## config.mk

```make
export PLATFORM = sky130hd
export DESIGN_NAME = uart_rx_fifo_flat
export DESIGN_NICKNAME = d
export VERILOG_FILES = /design/src/rtl/uart_pkg.sv /design/src/rtl/uart_rx_fifo_if.sv /design/src/rtl/uart_fifo_mem.sv /design/src/rtl/uart_rx_fifo.sv /design/src/flat_wrapper.sv
export SDC_FILE = /design/constraint.sdc
export NUM_CORES = 1
export LEC_CHECK = 0
export CORE_ASPECT_RATIO = 0.7
export CORE_MARGIN = 8
export CORE_UTILIZATION = 59
export CTS_BUF_LIST = sky130_fd_sc_hd__clkbuf_4
export DETAILED_ROUTE_END_ITERATION = 16
export DONT_BUFFER_PORTS = 1
export PLACE_DENSITY = 0.78
export SYNTH_ARGS = -nofsm -noshare
export SYNTH_HDL_FRONTEND = slang
export SYNTH_HIERARCHICAL = 1
export SYNTH_SLANG_ARGS = --single-unit
```

## constraint.sdc

```tcl
create_clock -name i_clk -period 2.89 [get_ports i_clk]
set_input_delay 0.578 -clock i_clk [delete_from_list [all_inputs] [get_ports i_clk]]
set_output_delay 0.578 -clock i_clk [all_outputs]
set_load 0.05 [all_outputs]
```

## src/rtl/uart_pkg.sv

```systemverilog
// Constants shared by the UART receiver and its receive FIFO.
package uart_pkg;

    localparam int unsigned UART_SIZE_DATA       = 8;
    localparam int unsigned UART_FIFO_DEPTH      = 16;
    localparam int unsigned UART_ALMOST_FULL_LVL = 12;
    localparam int unsigned OVER_SAMPLE          = 16;
    localparam int unsigned MID_SAMPLE           = OVER_SAMPLE / 2;

endpackage

```

## src/rtl/uart_rx_fifo_if.sv

```systemverilog
// Receive FIFO bus: write/pop strobes in, popped data and status out.
// o_almost_full exists only when RX_FIFO_ALMOST_FULL_EN is defined.
interface uart_rx_fifo_if
    import uart_pkg::*;
#(
    parameter int unsigned SIZE_DATA = UART_SIZE_DATA,
    parameter int unsigned DEPTH     = UART_FIFO_DEPTH
);

    logic                     i_wr_en;
    logic [SIZE_DATA-1:0]     i_wr_data;
    logic                     i_rd_en;
    logic                     i_clr_overrun;
    logic [SIZE_DATA-1:0]     o_rd_data;
    logic                     o_rd_valid;
    logic                     o_full;
    logic                     o_empty;
    logic [$clog2(DEPTH):0]   o_count;
    logic                     o_overrun;
`ifdef RX_FIFO_ALMOST_FULL_EN
    logic                     o_almost_full;
`endif

    modport master (
        output i_wr_en, i_wr_data, i_rd_en, i_clr_overrun,
        input  o_rd_data, o_rd_valid, o_full, o_empty, o_count, o_overrun
`ifdef RX_FIFO_ALMOST_FULL_EN
        , o_almost_full
`endif
    );

    modport slave (
        input  i_wr_en, i_wr_data, i_rd_en, i_clr_overrun,
        output o_rd_data, o_rd_valid, o_full, o_empty, o_count, o_overrun
`ifdef RX_FIFO_ALMOST_FULL_EN
        , o_almost_full
`endif
    );

endinterface

```

## src/rtl/uart_fifo_mem.sv

```systemverilog
// FIFO storage: one synchronous write port, one asynchronous read port, no reset.
module uart_fifo_mem #(
    parameter int unsigned SIZE_DATA = 8,
    parameter int unsigned DEPTH     = 16,
    localparam int unsigned AW       = $clog2(DEPTH)
) (
    input  logic                 i_clk,
    input  logic                 i_wr_en,
    input  logic [AW-1:0]        i_wr_addr,
    input  logic [SIZE_DATA-1:0] i_wr_data,
    input  logic [AW-1:0]        i_rd_addr,
    output logic [SIZE_DATA-1:0] o_rd_data
);

    logic [SIZE_DATA-1:0] mem_q [DEPTH];

    always_ff @(posedge i_clk) begin
        if (i_wr_en) begin
            mem_q[i_wr_addr] <= i_wr_data;
        end
    end

    assign o_rd_data = mem_q[i_rd_addr];

endmodule

```

## src/rtl/uart_rx_fifo.sv

```systemverilog
// UART receive FIFO: circular buffer with registered pop, sticky overrun and status flags.
// Optional registered almost-full flag enabled by defining RX_FIFO_ALMOST_FULL_EN.
module uart_rx_fifo
    import uart_pkg::*;
#(
    parameter int unsigned SIZE_DATA       = UART_SIZE_DATA,
    parameter int unsigned DEPTH           = UART_FIFO_DEPTH,
    parameter int unsigned ALMOST_FULL_LVL = UART_ALMOST_FULL_LVL
) (
    input logic           i_clk,
    input logic           i_rst_n,
    uart_rx_fifo_if.slave bus
);

    localparam int unsigned   AW       = $clog2(DEPTH);
    localparam int unsigned   CW       = AW + 1;
    localparam logic [CW-1:0] FULL_CNT = CW'(DEPTH);

    if (DEPTH < 4 || (DEPTH & (DEPTH - 1)) != 0) begin : g_bad_depth
        $error("uart_rx_fifo: DEPTH must be a power of two, at least 4");
    end
    if (ALMOST_FULL_LVL < 1 || ALMOST_FULL_LVL >= DEPTH) begin : g_bad_lvl
        $error("uart_rx_fifo: ALMOST_FULL_LVL must be in 1..DEPTH-1");
    end

    logic [AW-1:0]        wr_ptr_q, wr_ptr_d, rd_ptr_q, rd_ptr_d;
    logic [CW-1:0]        count_q, count_d;
    logic [SIZE_DATA-1:0] rd_data_q, rd_data_d, mem_rd_data;
    logic                 rd_valid_q, overrun_q, overrun_d;
    logic                 full, empty, pop, push;

    assign full  = (count_q == FULL_CNT);
    assign empty = (count_q == '0);
    assign pop   = bus.i_rd_en && !empty;
    // A pop frees the slot the same edge, so a full FIFO can still take a write.
    assign push  = bus.i_wr_en && (!full || pop);

    always_comb begin
        wr_ptr_d  = wr_ptr_q;
        rd_ptr_d  = rd_ptr_q;
        count_d   = count_q;
        rd_data_d = rd_data_q;
        overrun_d = overrun_q;
        if (push) begin
            wr_ptr_d = wr_ptr_q + 1'b1;
        end
        if (pop) begin
            rd_ptr_d  = rd_ptr_q + 1'b1;
            rd_data_d = mem_rd_data;
        end
        if (push && !pop) begin
            count_d = count_q + 1'b1;
        end else if (pop && !push) begin
            count_d = count_q - 1'b1;
        end
        if (bus.i_clr_overrun) begin
            overrun_d = 1'b0;
        end
        if (bus.i_wr_en && !push) begin
            overrun_d = 1'b1;
        end
    end

    always_ff @(posedge i_clk or negedge i_rst_n) begin
        if (!i_rst_n) begin
            wr_ptr_q   <= '0;
            rd_ptr_q   <= '0;
            count_q    <= '0;
            rd_data_q  <= '0;
            rd_valid_q <= 1'b0;
            overrun_q  <= 1'b0;
        end else begin
            wr_ptr_q   <= wr_ptr_d;
            rd_ptr_q   <= rd_ptr_d;
            count_q    <= count_d;
            rd_data_q  <= rd_data_d;
            rd_valid_q <= pop;
            overrun_q  <= overrun_d;
        end
    end

    uart_fifo_mem #(
        .SIZE_DATA (SIZE_DATA),
        .DEPTH     (DEPTH)
    ) u_mem (
        .i_clk     (i_clk),
        .i_wr_en   (push),
        .i_wr_addr (wr_ptr_q),
        .i_wr_data (bus.i_wr_data),
        .i_rd_addr (rd_ptr_q),
        .o_rd_data (mem_rd_data)
    );

    assign bus.o_rd_data  = rd_data_q;
    assign bus.o_rd_valid = rd_valid_q;
    assign bus.o_full     = full;
    assign bus.o_empty    = empty;
    assign bus.o_count    = count_q;
    assign bus.o_overrun  = overrun_q;

`ifdef RX_FIFO_ALMOST_FULL_EN
    localparam logic [CW-1:0] AF_LVL = CW'(ALMOST_FULL_LVL);
    logic almost_full_q;

    always_ff @(posedge i_clk or negedge i_rst_n) begin
        if (!i_rst_n) begin
            almost_full_q <= 1'b0;
        end else begin
            almost_full_q <= (count_d >= AF_LVL);
        end
    end

    assign bus.o_almost_full = almost_full_q;
`endif

endmodule

```

## src/flat_wrapper.sv

```systemverilog
// flat-port wrapper written by rule: the top's interface ports become plain ports
module uart_rx_fifo_flat import uart_pkg::*;
#(
    parameter int unsigned SIZE_DATA       = UART_SIZE_DATA,
    parameter int unsigned DEPTH           = UART_FIFO_DEPTH,
    parameter int unsigned ALMOST_FULL_LVL = UART_ALMOST_FULL_LVL
)
  (i_clk, i_rst_n, bus_i_wr_en, bus_i_wr_data, bus_i_rd_en, bus_i_clr_overrun, bus_o_rd_data, bus_o_rd_valid, bus_o_full, bus_o_empty, bus_o_count, bus_o_overrun);
  uart_rx_fifo_if #(.SIZE_DATA(SIZE_DATA), .DEPTH(DEPTH)) bus_i ();
  input logic i_clk;
  input logic i_rst_n;
  input wire logic [$bits(bus_i.i_wr_en)-1:0] bus_i_wr_en;
  input wire logic [$bits(bus_i.i_wr_data)-1:0] bus_i_wr_data;
  input wire logic [$bits(bus_i.i_rd_en)-1:0] bus_i_rd_en;
  input wire logic [$bits(bus_i.i_clr_overrun)-1:0] bus_i_clr_overrun;
  output wire logic [$bits(bus_i.o_rd_data)-1:0] bus_o_rd_data;
  output wire logic [$bits(bus_i.o_rd_valid)-1:0] bus_o_rd_valid;
  output wire logic [$bits(bus_i.o_full)-1:0] bus_o_full;
  output wire logic [$bits(bus_i.o_empty)-1:0] bus_o_empty;
  output wire logic [$bits(bus_i.o_count)-1:0] bus_o_count;
  output wire logic [$bits(bus_i.o_overrun)-1:0] bus_o_overrun;
  assign bus_i.i_wr_en = bus_i_wr_en;
  assign bus_i.i_wr_data = bus_i_wr_data;
  assign bus_i.i_rd_en = bus_i_rd_en;
  assign bus_i.i_clr_overrun = bus_i_clr_overrun;
  assign bus_o_rd_data = bus_i.o_rd_data;
  assign bus_o_rd_valid = bus_i.o_rd_valid;
  assign bus_o_full = bus_i.o_full;
  assign bus_o_empty = bus_i.o_empty;
  assign bus_o_count = bus_i.o_count;
  assign bus_o_overrun = bus_i.o_overrun;
  uart_rx_fifo #(.SIZE_DATA(SIZE_DATA), .DEPTH(DEPTH), .ALMOST_FULL_LVL(ALMOST_FULL_LVL)) u_core (.i_clk(i_clk), .i_rst_n(i_rst_n), .bus(bus_i));
endmodule
```

==> results of run 1 <==
-- metrics by stage --
step	utilization [%]	hold slack, ps	cells	cell area [sq um]	power, mW
finish	65.2	148	490	6700	6.64
global route	65.2	71.6	490	6700	6.93
CTS	65.2	95.5	490	6700	6.65
detailed placement	62.5	283	457	6430	5.44
global placement	62.5	283	457	6430	5.35
floorplan	-	282	316	6190	4.85
-- layer usage --
| layer | vias to the layer above | routed length [um] |
|---|---|---|
| li1 | 1354 | - |
| met1 | 1578 | 5010 |
| met2 | 131 | 5600 |
| met3 | 10 | 1130 |
| met4 | 0 | 105 |
| met5 | - | 0 |
-- state kept, by name, summed over array words and instances, names as in the netlist --
| signal | flops |
|---|---|
| u_core/bus.o_overrun | 1 |
| u_core/u_mem/mem_q | 128 |
| u_core/wr_ptr_q | 4 |
| u_core/bus.o_rd_valid | 1 |
| u_core/rd_ptr_q | 4 |
| u_core/bus.o_rd_data | 8 |
| u_core/bus.o_count | 5 |
-- final timing paths --
path                                        from                         to  slack, ps
setup / recovery           u_core/bus.o_count[3]      u_core/bus.o_count[4]        120
hold / removal                  bus_i_wr_data[7]  u_core/u_mem/mem_q[10][7]        150
setup reg to reg           u_core/bus.o_count[3]      u_core/bus.o_count[4]        120
hold reg to reg               u_core/rd_ptr_q[3]         u_core/rd_ptr_q[3]        560
max in group asynchronous                i_rst_n      u_core/bus.o_count[3]       1520
min in group asynchronous                i_rst_n         u_core/rd_ptr_q[0]        680
-- layout make-up --
cell class	count	area [sq um]
Timing Repair Buffer	23	188
Inverter	5	18.8
Sequential cell	151	4420
Clock inverter	11	110
Fill cell	664	3570
Tap cell	132	165
Clock buffer	21	158
Multi-Input combinational cell	147	1640
-- where the power goes --
group / internal (mW) / switching [mW] / leakage (nW)
logic: 1.01 / 1.24 / 0.722
registers: 2.72 / 0.439 / 1.43
clock network: 0.541 / 0.686 / 0.147
-- kinds of logic (layout without fill, tap and decap cells) --
family	count (synthesis)	count (layout)
muxes	44	44
adders and majority gates	7	7
DFF	151	151
and+or+nand+nor	56	56
xor gates and xnor gates	8	8
AOI/OAI and AO/OA	32	32
buffers and inverters	18	60
-- cells in the final DEF, fill, tap and decap left out, drive strengths merged, types with 7 or more instances in the layout --
cell,n
edfxtp,128
mux4,32
dfrtp,23
buf,22
clkbuf,21
a22oi,16
nor2,14
nand2,11
mux2,11
clkinv,8
xnor2,7
-- what timing repair did --
| item | 4_1_cts | 5_1_grt |
|---|---|---|
| hold buffers | 1 | 0 |
| gates resized for setup | 0 | 1 |
| hold endpoints to repair | 23 | 0 |
| endpoints found under the setup margin | 0 | 1 |
==> flow_summary.yaml, run 1 <==
yosys:
  synth_cell_types: 43
  synth-xor-area-share_pct: 1.14
  synth-edff-count: 128
  synth_top_cell_by_area: "edfxtp_1"
  synth-adder-area-share_pct: 1.54
  yosys_most_used_dff: "edfxtp_1"
  synthMuxAreaShare_pct: 15.1
  syn-instance-count: 316
  synthesis.area_sq_mm: 0.00617
  synth_fp_nets: 336
  yosys.area.top_type_share_pct: 62.3
  yosys.cell_count.top_type: "edfxtp_1"
  synth-seq-cells: 151
  synthArstFlopShare_pct: 15.2
  synth_area_leaders: "edfxtp_1 (62%), dfrtp_1 (9.3%), mux4_2 (6.6%)"
  syn_avg_cell_area_sq_um: 19.5
  synth-compound-area-share_pct: 3.75
  synth_top_family_by_area: "multiplexers"
  yosys.area_share.simple_pct: 4.78
  synth_seq_area_share_pct: 71.6
  yosysWarnings: 6
  yosys-top-cells-count: "edfxtp_1 (128), dfrtp_1 (23), mux4_2 (18)"
global_route:
  grt_max_degree: 36
  grt_busiest_layer: "met2"
  gr-usage-met2_pct: 26.8
  grt_pass1_wl_um: 18400
  use_met3_pct: 5.67
  grt_antenna_before_repair: 0
  grt.overflow.total: 0
  grt_pass1_vias: 3107
  grt_util_met1_pct: 23.8
  grt.total_usage_pct: 17.7
timing:
  clock_skew_ps: 17.2
  setup_viol: 0
  relSlewSlack_pct: 31.3
  slew_viol_final: 0
  tns_ps: 0
  rsz0062_at_grt: "false"
  final-hold-violation-count: 0
  max_freq_mhz: 361
  fin_crit_ps: 2770
  finalWorstSetupSlack_ps: 123
  worst_pin_slew_ps: 1030
  final.period_utilization_pct: 95.7
drt:
  firstDrtPassIters: 5
  ant_nets: 0
  wl_per_cell_um: 24.2
  drc_errors: 0
  wl_um: 11800
  post_drt_via_cell_ratio: 6.27
  vias: 3073
  first_iter_violations: 266
clock_network:
  clkSlewWorstSetupHoldPaths_ps: 120
  cts_tree: "done"
  cts-root-buf: "clkbuf_4"
  cts_inserted_buffers: 17
  cts_setup_buffers: 0
  cts_sinks: 151
  htree_levels: 4
  clk_latency_ps: 510
  clockBufferDepth: 2
setup_path:
  worstPathMaxFanout: 7
  rr_worst_depth: 9
  crit_chain: "or4_4 > o21ai_2 > inv_1 > ha_2 > inv_2 > ha_4 > or4_1 > o211ai_1 > o211ai_1"
  crit_arrival_ps: 3160
  worst_setup_path_end_kind: "register"
  worst_path_max_delay_cell: "or4_4"
  path_delay_family: "simple AND/OR/NAND/NOR gates"
  worst-path-stages: 9
  critPathLaunchType: "register"
  required_ps: 3280
  path_class: "reg2reg"
  crit_buf_inv: 2
  critPathMostFrequentCell: "o211ai_1"
  max_stage_delay_ps: 600
layout:
  drive_gt1_share_pct: 25.1
  diodes: 0
  syn2layout_area_growth_pct: 8.62
  fin_nets: 365
job:
  maxCapViolCount: 0
floorplan:
  fp.dieW_um: 138
  die_h_um: 102
  die-area_sq_mm: 0.0140
  io_pins: 30
  initial_core_util_pct: 60.0
  fp.coreArea_sq_mm: 0.0103
  fp-row-count: 31
hold_path:
  hp-class: "in2reg"
  worst_hold_path.num_cells: 0
place:
  place.gp.congestion: 0.849
  dp_slack_ps: 74.8
  portBuffers: 0
  hpwlAfterDp_um: 7980
status:
  status: "finished, final reports clean"
power_and_ir_drop:
  p_leak_nw: 2.30
  ir_drop_mv: 0.528
  power_density_mw_per_mm2: 990
No activity file was read; power rests on OpenSTA's default activity.
==> run 2, diff against run 1 <==
Settings changed: CORE_MARGIN 8 to 2.
==> flow_summary.yaml, run 2 (synthesis gave the netlist of run 1 again) <==
layout:
  largest-register: "u_core/u_mem/mem_q"
  layout_commonest_cell: "edfxtp_1"
  final_cell_mix: "edfxtp_1 (128), buf_4 (22), dfrtp_1 (19)"
  diodes: 0
  syn2layout_area_growth_pct: 9.28
  drive_gt1_share_pct: 26.2
  fin_nets: 366
  largest_register_ffs: 128
global_route:
  grt_util_met1_pct: 32.5
  grt.overflow.total: 0
  gr-usage-met2_pct: 33.7
  grt_antenna_before_repair: 0
  grt_max_degree: 36
  grt_busiest_layer: "met2"
  grt_pass1_wl_um: 17900
  grt.total_usage_pct: 22.4
  grt_pass1_vias: 3104
  use_met3_pct: 7.11
hold_path:
  hp-class: "in2reg"
  worst_hold_path.num_cells: 0
  min_from: "bus_i_wr_data[1]"
  worstHoldEndpoint: "u_core/u_mem/mem_q[13][1]"
setup_path:
  r2r-start: "u_core/bus.o_count[3]"
  rr_worst_depth: 9
  required_ps: 2310
  path_class: "reg2out"
  crit_arrival_ps: 2230
  worstPathMaxFanout: 5
  r2r-end: "u_core/bus.o_count[4]"
  rrSetupSlack_ps: 140
  critPathLaunchType: "register"
  worst_setup_path_end_kind: "output pin"
clock_network:
  cts_sinks: 151
  clockBufferDepth: 2
  htree_levels: 4
  clk_latency_ps: 540
  cts_tree: "done"
  cts_setup_buffers: 0
  cts_inserted_buffers: 17
  cts-root-buf: "clkbuf_4"
  clkSlewWorstSetupHoldPaths_ps: 130
floorplan:
  initial_core_util_pct: 60.0
  fp.coreArea_sq_mm: 0.0103
  fp.dieW_um: 126
  die-area_sq_mm: 0.0113
  die_h_um: 89.6
  io_pins: 30
  fp-row-count: 31
timing:
  finalHoldWorstSlack_ps: 126
  final.period_utilization_pct: 97.0
  rsz0062_at_grt: "false"
  worst_pin_slew_ps: 1060
  relSlewSlack_pct: 29.3
  slew_viol_final: 0
  finalWorstSetupSlack_ps: 87.0
  tns_ps: 0
  fin_crit_ps: 2800
  setup_viol: 0
  clock_skew_ps: 21.6
  final-hold-violation-count: 0
  max_freq_mhz: 357
drt:
  firstDrtPassIters: 5
  ant_nets: 0
  first_iter_violations: 326
  post_drt_via_cell_ratio: 6.33
  vias: 3108
  wl_um: 11500
  wl_per_cell_um: 23.4
  drc_errors: 0
place:
  place.gp.congestion: 0.828
  dp_slack_ps: 67.4
  hpwlAfterDp_um: 7660
  portBuffers: 0
job:
  maxCapViolCount: 0
status:
  status: "finished, final reports clean"
power_and_ir_drop:
  ir_drop_mv: 0.532
  p_leak_nw: 2.31
  power_density_mw_per_mm2: 995
## run 2: changes by cell type in the layout (fill, tap and decap cells not counted), sizes merged
cell,previous run,this run
buf,22,23
bufinv,2,3
clkbuf,21,18
clkinvlp,1,3
## run 2: worst max-delay path, stage by stage, from the launching register on
cell,delay [ps]
dfrtp_2,420
buf_4,210
nor4_1,530
and2_1,520
## run 2: worst max-delay path by stage
stage / end / startpoint / slack (ps) / cells after the start
finish: bus_o_full / u_core/bus.o_count[0] / 90 / 3
global route: u_core/bus.o_count[4] / u_core/bus.o_count[3] / 30 / 9
CTS: u_core/bus.o_count[4] / u_core/bus.o_count[3] / 40 / 9
detailed placement: u_core/bus.o_count[4] / u_core/bus.o_count[3] / 70 / 9
global placement: u_core/bus.o_count[4] / u_core/bus.o_count[3] / 160 / 9
floorplan: u_core/bus.o_count[3] / u_core/bus.o_count[3] / 30 / 9
## run 2: final cells by class
type / instances / area, sq um
flip-flops and latches: 151 / 4420
fillers: 666 / 3530
multi-input cells: 147 / 1650
repair buffers: 24 / 195
well taps: 132 / 165
clock inverters: 14 / 159
clock buffers: 18 / 135
inverters: 5 / 18.8
## run 2: report_power, final
group | internal [mW] | total, mW | leakage, nW | switching (mW)
clock | 0.600 | 1.31 | 0.155 | 0.709
sequential | 2.72 | 3.19 | 1.43 | 0.467
combinational | 1.01 | 2.21 | 0.729 | 1.20
## run 2: through the flow
step | utilization, % | power [mW] | cell area [sq um] | std cells
2_1_floorplan | - | 4.85 | 6190 | 316
3_3_place_gp | 62.6 | 5.34 | 6430 | 458
3_5_place_dp | 62.6 | 5.42 | 6430 | 458
4_1_cts | 65.6 | 6.73 | 6740 | 491
5_1_grt | 65.6 | 7.05 | 6750 | 491
6_report | 65.6 | 6.71 | 6750 | 491
## run 2: routing by layer
layer	vias to the layer above	routed length, um
met4	0	115
met3	11	1080
li1	1360	-
met2	161	5350
met1	1576	4920
met5	-	0
## run 2: timing repair
action	4_1_cts	5_1_grt
gates resized for setup	0	2
endpoints found under the hold margin	23	0
hold buffers	1	0
endpoints found under the setup margin	0	2
==> run 3, diff against run 2 <==
Settings changed: REMOVE_ABC_BUFFERS set to 1.
==> flow_summary.yaml, run 3 (synthesis gave the netlist of run 1 again) <==
layout:
  nFillCells: 660
  layout_commonest_cell: "edfxtp_1"
  fin_nets: 362
  largest-register: "u_core/u_mem/mem_q"
  multi_input_area_sq_mm: 0.00164
  drive_gt1_share_pct: 24.5
  syn2layout_area_growth_pct: 9.26
  largest_register_ffs: 128
  instances_no_fill: 487
  utilization_pct: 65.6
  final_cell_mix: "edfxtp_1 (128), dfrtp_1 (22), clkbuf_4 (20)"
  diodes: 0
  register_area_sq_mm: 0.00442
timing:
  max_freq_mhz: 369
  fin_crit_ps: 2710
  final.period_utilization_pct: 93.7
  relSlewSlack_pct: 31.7
  finalWorstSetupSlack_ps: 183
  final-hold-violation-count: 0
  tns_ps: 0
  worst_pin_slew_ps: 1020
  rsz0062_at_grt: "false"
  clock_skew_ps: 19.4
  setup_viol: 0
  slew_viol_final: 0
floorplan:
  fp.dieW_um: 126
  fp-row-count: 31
  io_pins: 30
  die_h_um: 89.6
  die-area_sq_mm: 0.0113
  fp.coreArea_sq_mm: 0.0103
  initial_core_util_pct: 60.0
drt:
  drc_errors: 0
  post_drt_via_cell_ratio: 6.33
  first_iter_violations: 293
  vias: 3084
  firstDrtPassIters: 4
  wl_um: 11400
  wl_per_cell_um: 23.4
  ant_nets: 0
setup_path:
  max_stage_delay_ps: 600
  worstPathMaxFanout: 7
  required_ps: 3310
  critPathLaunchType: "register"
  critPathMostFrequentCell: "o211ai_1"
  rrSetupSlack_ps: 180
  crit_buf_inv: 2
  path_class: "reg2reg"
  r2r-start: "u_core/bus.o_count[0]"
  crit_chain: "or4_4 > o21ai_4 > inv_1 > ha_2 > inv_2 > ha_1 > or4_1 > o211ai_1 > o211ai_1"
  worst_path_max_delay_cell: "or4_4"
  path_delay_family: "simple AND/OR/NAND/NOR gates"
  crit_arrival_ps: 3130
  cp-startpoint: "u_core/bus.o_count[0]"
  worst_setup_path_end_kind: "register"
clock_network:
  cts_inserted_buffers: 17
  clockBufferDepth: 2
  htree_levels: 4
  cts_tree: "done"
  clkSlewWorstSetupHoldPaths_ps: 130
  cts-root-buf: "clkbuf_4"
  cts_setup_buffers: 0
  cts_sinks: 151
  clk_latency_ps: 540
place:
  dp_slack_ps: 67.6
  portBuffers: 0
  hpwlAfterDp_um: 6940
  place.gp.congestion: 0.801
  dpl.cell_count: 453
global_route:
  grt_antenna_before_repair: 0
  grt_max_degree: 36
  grt.overflow.total: 0
  grt.total_usage_pct: 21.7
  grt_pass1_vias: 2978
  grt_pass1_wl_um: 17200
power_and_ir_drop:
  ir_drop_mv: 0.513
  p_leak_nw: 2.31
  power_density_mw_per_mm2: 1000
status:
  status: "finished, final reports clean"
hold_path:
  min_from: "bus_i_wr_data[1]"
  hp-class: "in2reg"
job:
  maxCapViolCount: 0
## run 3: cell count changes in the layout (fill, tap and decap cells not counted), sizes merged
cell      before  now
buf           23   19
clkinv         8    4
clkbuf        18   20
inv            5    7
bufinv         3    4
clkinvlp       3    2
## run 3: per-stage QoR
step | area, sq um | hold slack (ps) | total power [mW]
after detailed placement | 6380 | 283 | 5.34
final | 6740 | 125 | 6.76
after floorplan | 6060 | 282 | 4.71
after CTS | 6730 | 85.7 | 6.77
after global placement | 6380 | 283 | 5.28
after global routing | 6740 | 68.8 | 7.07
## run 3: repair_timing
action	in CTS	in global routing
setup endpoints to repair	0	3
hold endpoints to repair	23	0
resized for setup	0	4
hold buffers	2	0
## run 3: path summary, 6_finish.rpt
path	to	cells past startpoint
setup / recovery	u_core/bus.o_count[4]	9
min in group asynchronous	u_core/bus.o_rd_data[7]	2
hold / removal	u_core/u_mem/mem_q[6][1]	0
setup reg to reg	u_core/bus.o_count[4]	9
max in group asynchronous	u_core/rd_ptr_q[0]	2
hold reg to reg	u_core/wr_ptr_q[3]	1
## run 3: where the power goes
part / internal (mW) / leakage (nW) / switching [mW]
Combinational: 0.996 / 0.710 / 1.13
Clock: 0.717 / 0.171 / 0.722
Sequential: 2.72 / 1.43 / 0.478
## run 3: per-layer routing
metal	wire (um)	track usage (%)	vias to the layer above
met2	5310	32.5	108
met4	148	7.89	0
met1	5130	31.6	1617
met5	0	0	-
met3	783	6.16	15
li1	-	-	1344
## run 3: area by class of cell
cell class	count	area share, %
sequential	151	65.5
inverter	5	0.278
timing repair buffer	20	2.63
clock buffer	20	2.23
multi-input combinational	147	24.3
tap	132	2.45
clock inverter	12	2.60
